$ cat src/rtl/instr_encoder_pkg.sv
// Shared constants for the RV32I instruction encoder: immediate format codes
// (same encoding as the decoder's ImmSrc), base opcodes, error codes and FSM states.
package instr_encoder_pkg;

   localparam logic [2:0] IMM_FMT_I = 3'b000;
   localparam logic [2:0] IMM_FMT_S = 3'b001;
   localparam logic [2:0] IMM_FMT_B = 3'b010;
   localparam logic [2:0] IMM_FMT_U = 3'b011;
   localparam logic [2:0] IMM_FMT_J = 3'b100;
   localparam logic [2:0] IMM_FMT_R = 3'b101;

   localparam logic [6:0] OPC_LOAD   = 7'b0000011;
   localparam logic [6:0] OPC_OP_IMM = 7'b0010011;
   localparam logic [6:0] OPC_AUIPC  = 7'b0010111;
   localparam logic [6:0] OPC_STORE  = 7'b0100011;
   localparam logic [6:0] OPC_OP     = 7'b0110011;
   localparam logic [6:0] OPC_LUI    = 7'b0110111;
   localparam logic [6:0] OPC_BRANCH = 7'b1100011;
   localparam logic [6:0] OPC_JALR   = 7'b1100111;
   localparam logic [6:0] OPC_JAL    = 7'b1101111;

   localparam logic [1:0] ENC_ERR_NONE     = 2'b00;
   localparam logic [1:0] ENC_ERR_RANGE    = 2'b01;
   localparam logic [1:0] ENC_ERR_ALIGN    = 2'b10;
   localparam logic [1:0] ENC_ERR_OVERFLOW = 2'b11;

   typedef enum logic [1:0] {
      ST_IDLE = 2'd0,
      ST_RUN  = 2'd1,
      ST_DONE = 2'd2,
      ST_FULL = 2'd3
   } enc_state_e;

   function automatic logic imm_in_range(input logic [31:0] v, input int lo, input int hi);
      return ($signed(v) >= lo) && ($signed(v) <= hi);
   endfunction

endpackage

$ cat src/rtl/instr_encoder_if.sv
// Beat input and instruction-memory write/status bundle of the encoder.
// A beat transfers on a rising clk edge where in_valid and in_ready are both high.
interface instr_encoder_if #(
   parameter int ADDR_WIDTH = 12
);
   logic                  in_valid;
   logic                  in_ready;
   logic [2:0]            in_fmt;
   logic [6:0]            in_opcode;
   logic [2:0]            in_funct3;
   logic [6:0]            in_funct7;
   logic [4:0]            in_rd;
   logic [4:0]            in_rs1;
   logic [4:0]            in_rs2;
   logic [31:0]           in_imm;
   logic                  in_last;
   logic                  imem_we;
   logic [ADDR_WIDTH-1:0] imem_addr;
   logic [31:0]           imem_wdata;
   logic [ADDR_WIDTH-1:0] count;
   logic                  busy;
   logic                  done;
   logic                  err;
   logic [1:0]            err_code;

   modport master (
      output in_valid, in_fmt, in_opcode, in_funct3, in_funct7,
             in_rd, in_rs1, in_rs2, in_imm, in_last,
      input  in_ready, imem_we, imem_addr, imem_wdata, count,
             busy, done, err, err_code
   );

   modport slave (
      input  in_valid, in_fmt, in_opcode, in_funct3, in_funct7,
             in_rd, in_rs1, in_rs2, in_imm, in_last,
      output in_ready, imem_we, imem_addr, imem_wdata, count,
             busy, done, err, err_code
   );
endinterface

$ cat src/rtl/instr_pack.sv
// Combinational RV32I field packer with immediate range and alignment checks.
// Range failures take priority over alignment failures.
module instr_pack
   import instr_encoder_pkg::*;
(
   input  logic [2:0]  fmt_i,
   input  logic [6:0]  opcode_i,
   input  logic [2:0]  funct3_i,
   input  logic [6:0]  funct7_i,
   input  logic [4:0]  rd_i,
   input  logic [4:0]  rs1_i,
   input  logic [4:0]  rs2_i,
   input  logic [31:0] imm_i,
   output logic [31:0] word_o,
   output logic [1:0]  err_code_o
);

   always_comb begin
      word_o     = '0;
      err_code_o = ENC_ERR_NONE;
      case (fmt_i)
         IMM_FMT_R: word_o = {funct7_i, rs2_i, rs1_i, funct3_i, rd_i, opcode_i};
         IMM_FMT_I: begin
            word_o = {imm_i[11:0], rs1_i, funct3_i, rd_i, opcode_i};
            if (!imm_in_range(imm_i, -2048, 2047)) err_code_o = ENC_ERR_RANGE;
         end
         IMM_FMT_S: begin
            word_o = {imm_i[11:5], rs2_i, rs1_i, funct3_i, imm_i[4:0], opcode_i};
            if (!imm_in_range(imm_i, -2048, 2047)) err_code_o = ENC_ERR_RANGE;
         end
         IMM_FMT_B: begin
            word_o = {imm_i[12], imm_i[10:5], rs2_i, rs1_i, funct3_i,
                      imm_i[4:1], imm_i[11], opcode_i};
            if (!imm_in_range(imm_i, -4096, 4094)) err_code_o = ENC_ERR_RANGE;
            else if (imm_i[0])                     err_code_o = ENC_ERR_ALIGN;
         end
         IMM_FMT_U: begin
            word_o = {imm_i[31:12], rd_i, opcode_i};
            if (imm_i[11:0] != 12'd0) err_code_o = ENC_ERR_ALIGN;
         end
         IMM_FMT_J: begin
            word_o = {imm_i[20], imm_i[10:1], imm_i[11], imm_i[19:12], rd_i, opcode_i};
            if (!imm_in_range(imm_i, -1048576, 1048575)) err_code_o = ENC_ERR_RANGE;
            else if (imm_i[0])                           err_code_o = ENC_ERR_ALIGN;
         end
         // Reserved format codes are rejected as an out-of-range immediate.
         default: err_code_o = ENC_ERR_RANGE;
      endcase
   end

endmodule

$ cat src/rtl/instr_encoder.sv
// Streaming RV32I encoder / instruction-memory loader: control FSM, registered
// write port and word counter around the combinational packer.
module instr_encoder
   import instr_encoder_pkg::*;
#(
   parameter int ADDR_WIDTH = 12,
   parameter int BASE_ADDR  = 0,
   parameter int MAX_WORDS  = 1024
) (
   input  logic           clk,
   input  logic           rst,
   input  logic           start,
   instr_encoder_if.slave bus,
   output enc_state_e     dbg_state_o
);

   localparam int CW = ADDR_WIDTH + 1;

   enc_state_e            state_q;
   logic                  we_q;
   logic [ADDR_WIDTH-1:0] addr_q;
   logic [ADDR_WIDTH-1:0] addr_d;
   logic [31:0]           wdata_q;
   logic [ADDR_WIDTH-1:0] count_q;
   logic                  err_q;
   logic [1:0]            err_code_q;
   logic [31:0]           pack_word;
   logic [1:0]            pack_err;
   logic [CW-1:0]         next_cnt;
   logic                  in_ready;
   logic                  accept;
   logic                  good;
   logic                  full_hit;

   instr_pack u_pack (
      .fmt_i      (bus.in_fmt),
      .opcode_i   (bus.in_opcode),
      .funct3_i   (bus.in_funct3),
      .funct7_i   (bus.in_funct7),
      .rd_i       (bus.in_rd),
      .rs1_i      (bus.in_rs1),
      .rs2_i      (bus.in_rs2),
      .imm_i      (bus.in_imm),
      .word_o     (pack_word),
      .err_code_o (pack_err)
   );

   // next_cnt counts the word still sitting in the write register, so the
   // address and capacity test stay correct during back-to-back beats.
   always_comb begin
      next_cnt = {1'b0, count_q} + CW'(we_q);
      in_ready = (state_q == ST_RUN) && !start && (next_cnt < CW'(MAX_WORDS));
      accept   = bus.in_valid && in_ready;
      good     = accept && (pack_err == ENC_ERR_NONE);
      full_hit = (state_q == ST_RUN) && we_q
                 && (({1'b0, count_q} + CW'(1)) == CW'(MAX_WORDS));
      addr_d   = ADDR_WIDTH'(BASE_ADDR) + ADDR_WIDTH'(next_cnt << 2);
   end

   always_ff @(posedge clk) begin
      if (rst) begin
         state_q    <= ST_IDLE;
         we_q       <= 1'b0;
         addr_q     <= '0;
         wdata_q    <= '0;
         count_q    <= '0;
         err_q      <= 1'b0;
         err_code_q <= ENC_ERR_NONE;
      end else begin
         we_q <= good;
         if (good) begin
            addr_q  <= addr_d;
            wdata_q <= pack_word;
         end

         if (start)     count_q <= '0;
         else if (we_q) count_q <= count_q + ADDR_WIDTH'(1);

         // Only the first error cause is recorded until the next start.
         if (start) begin
            err_q      <= 1'b0;
            err_code_q <= ENC_ERR_NONE;
         end else if (!err_q && accept && !good) begin
            err_q      <= 1'b1;
            err_code_q <= pack_err;
         end else if (!err_q && full_hit) begin
            err_q      <= 1'b1;
            err_code_q <= ENC_ERR_OVERFLOW;
         end

         if (start) begin
            state_q <= ST_RUN;
         end else begin
            case (state_q)
               ST_RUN: begin
                  if (accept && bus.in_last) state_q <= ST_DONE;
                  else if (full_hit)         state_q <= ST_FULL;
               end
               default: state_q <= state_q;
            endcase
         end
      end
   end

   assign bus.in_ready   = in_ready;
   assign bus.imem_we    = we_q;
   assign bus.imem_addr  = addr_q;
   assign bus.imem_wdata = wdata_q;
   assign bus.count      = count_q;
   assign bus.busy       = (state_q == ST_RUN);
   assign bus.done       = (state_q == ST_DONE);
   assign bus.err        = err_q;
   assign bus.err_code   = err_code_q;
   assign dbg_state_o    = state_q;

endmodule
$ cat src/flat_wrapper.sv
// flat-port wrapper written by rule: the top's interface ports become plain ports
module instr_encoder_flat import instr_encoder_pkg::*;
#(
   parameter int ADDR_WIDTH = 12,
   parameter int BASE_ADDR  = 0,
   parameter int MAX_WORDS  = 1024
)
  (clk, rst, start, dbg_state_o, bus_in_valid, bus_in_fmt, bus_in_opcode, bus_in_funct3, bus_in_funct7, bus_in_rd, bus_in_rs1, bus_in_rs2, bus_in_imm, bus_in_last, bus_in_ready, bus_imem_we, bus_imem_addr, bus_imem_wdata, bus_count, bus_busy, bus_done, bus_err, bus_err_code);
  instr_encoder_if #(.ADDR_WIDTH(ADDR_WIDTH)) bus_i ();
  input  logic clk;
  input  logic rst;
  input  logic start;
  output enc_state_e dbg_state_o;
  input wire logic [$bits(bus_i.in_valid)-1:0] bus_in_valid;
  input wire logic [$bits(bus_i.in_fmt)-1:0] bus_in_fmt;
  input wire logic [$bits(bus_i.in_opcode)-1:0] bus_in_opcode;
  input wire logic [$bits(bus_i.in_funct3)-1:0] bus_in_funct3;
  input wire logic [$bits(bus_i.in_funct7)-1:0] bus_in_funct7;
  input wire logic [$bits(bus_i.in_rd)-1:0] bus_in_rd;
  input wire logic [$bits(bus_i.in_rs1)-1:0] bus_in_rs1;
  input wire logic [$bits(bus_i.in_rs2)-1:0] bus_in_rs2;
  input wire logic [$bits(bus_i.in_imm)-1:0] bus_in_imm;
  input wire logic [$bits(bus_i.in_last)-1:0] bus_in_last;
  output wire logic [$bits(bus_i.in_ready)-1:0] bus_in_ready;
  output wire logic [$bits(bus_i.imem_we)-1:0] bus_imem_we;
  output wire logic [$bits(bus_i.imem_addr)-1:0] bus_imem_addr;
  output wire logic [$bits(bus_i.imem_wdata)-1:0] bus_imem_wdata;
  output wire logic [$bits(bus_i.count)-1:0] bus_count;
  output wire logic [$bits(bus_i.busy)-1:0] bus_busy;
  output wire logic [$bits(bus_i.done)-1:0] bus_done;
  output wire logic [$bits(bus_i.err)-1:0] bus_err;
  output wire logic [$bits(bus_i.err_code)-1:0] bus_err_code;
  assign bus_i.in_valid = bus_in_valid;
  assign bus_i.in_fmt = bus_in_fmt;
  assign bus_i.in_opcode = bus_in_opcode;
  assign bus_i.in_funct3 = bus_in_funct3;
  assign bus_i.in_funct7 = bus_in_funct7;
  assign bus_i.in_rd = bus_in_rd;
  assign bus_i.in_rs1 = bus_in_rs1;
  assign bus_i.in_rs2 = bus_in_rs2;
  assign bus_i.in_imm = bus_in_imm;
  assign bus_i.in_last = bus_in_last;
  assign bus_in_ready = bus_i.in_ready;
  assign bus_imem_we = bus_i.imem_we;
  assign bus_imem_addr = bus_i.imem_addr;
  assign bus_imem_wdata = bus_i.imem_wdata;
  assign bus_count = bus_i.count;
  assign bus_busy = bus_i.busy;
  assign bus_done = bus_i.done;
  assign bus_err = bus_i.err;
  assign bus_err_code = bus_i.err_code;
  instr_encoder #(.ADDR_WIDTH(ADDR_WIDTH), .BASE_ADDR(BASE_ADDR), .MAX_WORDS(MAX_WORDS)) u_core (.clk(clk), .rst(rst), .start(start), .bus(bus_i), .dbg_state_o(dbg_state_o));
endmodule
$ cat config.mk
export PLATFORM = sky130hd
export DESIGN_NAME = instr_encoder_flat
export DESIGN_NICKNAME = d
export VERILOG_FILES = /design/src/rtl/instr_encoder_pkg.sv /design/src/rtl/instr_encoder_if.sv /design/src/rtl/instr_pack.sv /design/src/rtl/instr_encoder.sv /design/src/flat_wrapper.sv
export SDC_FILE = /design/constraint.sdc
export NUM_CORES = 1
export LEC_CHECK = 0
export ABC_AREA = 1
export CORE_MARGIN = 4
export CORE_UTILIZATION = 49
export CTS_CLUSTER_SIZE = 24
export DETAILED_ROUTE_END_ITERATION = 6
export GPL_TIMING_DRIVEN = 0
export PLACE_DENSITY = 0.95
export SYNTH_ARGS = -nofsm -noshare
export SYNTH_HDL_FRONTEND = slang
export SYNTH_SLANG_ARGS = --single-unit
$ cat constraint.sdc
create_clock -name clk -period 5.4 [get_ports clk]
set_input_delay 0.54 -clock clk [delete_from_list [all_inputs] [get_ports clk]]
set_output_delay 0.54 -clock clk [all_outputs]
set_load 0.02 [all_outputs]
==> reports/metrics.yaml <==
status: "complete, but fails checks"
violations: "design-rule violations"
cp.required_ps: 4860
postLayoutCellArea_sq_um: 5500
fin_cells: 802
post_synth_num_cell_types: 39
drc: 28
async_reset_ff_frac: 0
vias: 4337
r2r_cells: 14
first_pass_iters: 7
rsz0062_at_grt: "no"
first_global_vias: 4192
power.density_nw_per_um2: 205
yosysWarningCount: 0
nets: 775
core_sq_um: 7370
ios: 137
synth_xor_area_frac: 0.0462
synth.avg_cell_area_sq_um: 6.86
drtIter0Drc: 234
die-height_microns: 96.0
synth_compound_area_frac: 0.178
cts_setup_buffers: 0
hold_path.class: "flip-flop to flip-flop"
fmax_mhz: 321
finClkSkew_ps: 10.5
diodes: 0
worstReg2RegStart: "u_core.bus.count[0]"
synth-edff-count: 0
ys_seq_area_frac: 0.317
finalSetupViolCount: 0
cts_made_buffers: 9
syn_inst: 553
die_width_microns: 96.0
crit_path_end: "bus_in_ready"
worstMarginPinSlew_ps: 677
hpwl_mm: 9.94
relSlewSlack: 0.547
htreeDepth: 3
hold_viol: 0
cpMaxStageDelayCell: "clkdlybuf4s50_1"
place_area_sq_um: 5260
start_kind: "flip-flop"
n_fill_cell: 595
r2r-end: "u_core.bus.imem_wdata[11]"
area_growth_pct: 44.9
grt_pass1_wl_mm: 19.5
fin_setup_tns_ps: 0
cts_sinks: 60
via_per_inst: 5.41
clockBufferDepth: 2
start_util: 0.515
wl_per_cell_microns: 15.3
multi_input_area_sq_um: 2170
grt_start_max_net_pins: 11
antenna_found_initial: 0
clkLatencyLatePin_ps: 350
place.gp.congestion: 0.993
p_leak_nw: 2.38
drive_gt1_frac: 0.105
critical-path-max-stage-delay_ps: 590
synth_top_family_by_area: "simple AND/OR/NAND/NOR gates"
rrSetupSlack_ps: 2850
min_period_ps: 3120
synth-adder-area-share: 0.0132
seq_area_sq_um: 1200
dp_cells: 787
num_rows: 31
worst_setup_path_end_kind: "output pin"
root_buffer: "clkbuf_8"
crit_path_start: "u_core.bus.count[0]"
cts_tree: "yes"
crit_path_max_fanout: 5
ant_nets: 0
cp_data_arrival_time_ps: 2580
cap_violations: 0
synth_seq_cells: 60
path_class: "flip-flop to output pin"
synth_simple_gate_area_frac: 0.333
maxSlewViolCount: 0
synth_mux_area_frac: 0
clk_pin_slew_worst_paths_ps: 70
ir_drop_uv: 132
grtUsageTotal: 0.273
path_cells: "ha_1, ha_1, inv_1, nor2_2, nand3_2, xor2_1, nand3_2, inv_1, clkdlybuf4s50_1"
netlist_area_sq_um: 3790
cts_hold_buffers: 0
drt_wl_total_mm: 12.3
die_area_sq_um: 9210
cts_resized: 0
io_buffers: 134
yosys_most_used_dff: "dfxtp_1"
period_share: 0.577
grt_overflow: 0
## critical path: cells and delay by family (launching register included)
family	cells	cell delay (ps)
xor gates and xnor gates	1	170
DFF	1	410
buffers and inverters	3	730
and+or+nand+nor	3	520
adders and majority gates	2	390
## area by class of cell
class | instances | share of cell area
Buffer | 19 | 0.0273
Clock inverter | 3 | 0.0125
Timing Repair Buffer | 134 | 0.244
Clock buffer | 12 | 0.0300
Tap cell | 99 | 0.0225
Multi-Input combinational cell | 403 | 0.395
Inverter | 72 | 0.0496
Sequential cell | 60 | 0.219
## state kept, by name, summed over array words and instances, names as in the netlist
name	flops
u_core.bus.imem_wdata	32
u_core.bus.err_code	2
u_core.dbg_state_o	2
u_core.bus.imem_we	1
u_core.bus.count	12
u_core.bus.err	1
u_core.bus.imem_addr	10
## synthesized netlist by cell type, drive strengths merged, types with 7 or more instances
| cell | n | share of area |
|---|---|---|
| dfxtp | 60 | 0.32 |
| a21oi | 11 | 0.015 |
| nand3 | 64 | 0.092 |
| a221oi | 10 | 0.023 |
| clkbuf | 7 | 0.0069 |
| inv | 71 | 0.071 |
| a22oi | 12 | 0.024 |
| o21ai | 54 | 0.10 |
| xor2 | 16 | 0.037 |
| nand2 | 104 | 0.11 |
| buf | 12 | 0.033 |
| nor2 | 94 | 0.10 |
| nor3 | 7 | 0.011 |
## worst min path at each step
stage,from,to,slack [ps],cells after the start
2_1_floorplan,u_core.bus.imem_addr[4],u_core.bus.imem_addr[4],560,2
3_3_place_gp,u_core.bus.imem_addr[8],u_core.bus.imem_addr[8],460,2
3_5_place_dp,u_core.bus.imem_addr[8],u_core.bus.imem_addr[8],470,2
4_1_cts,u_core.bus.imem_wdata[26],u_core.bus.imem_wdata[26],490,2
5_1_grt,u_core.bus.imem_wdata[26],u_core.bus.imem_wdata[26],500,2
6_report,u_core.bus.imem_addr[8],u_core.bus.imem_addr[8],480,2
## layout by cell type (no fill, tap or decap), types with 11 or more instances in the layout
master and instances:
nand3_1 60, a22oi_1 12, clkdlybuf4s50_1 134, o21ai_0 18, xor2_1 16, nand2_1 99
dfxtp_1 60, a21oi_1 11, inv_1 69, clkbuf_8 12, nor2_1 88, o21ai_2 29
## routing by layer
layer	GRT usage	wire, microns
met5	0	0
met4	0.120	317
met3	0.0696	1280
met2	0.477	5990
met1	0.311	4690
## report_power, final
group          total (mW)  internal [mW]  switching (mW)
registers           0.453          0.449         0.00424
logic               0.195         0.0905           0.104
clock network       0.477          0.296           0.181
total                1.12          0.836           0.289
## kinds of logic (layout without fill, tap and decap cells)
family,count (synthesis),in the layout
flops,60,60
buf+inv,91,240
xor+xnor,20,20
simple gates,281,281
fa+ha+maj,4,4
compound gates,96,96
other cells,1,2
## stage by stage
stage / total power, mW / worst slack, ps / hold WS (ps) / utilization
2_1_floorplan: 0.553 / 3100 / 561 / -
3_3_place_gp: 0.652 / 2690 / 462 / 0.714
3_5_place_dp: 0.655 / 2650 / 472 / 0.714
4_1_cts: 1.13 / 2270 / 485 / 0.746
5_1_grt: 1.16 / 2120 / 500 / 0.746
6_report: 1.12 / 2280 / 483 / 0.746
Power figures use the tool's default switching activity.
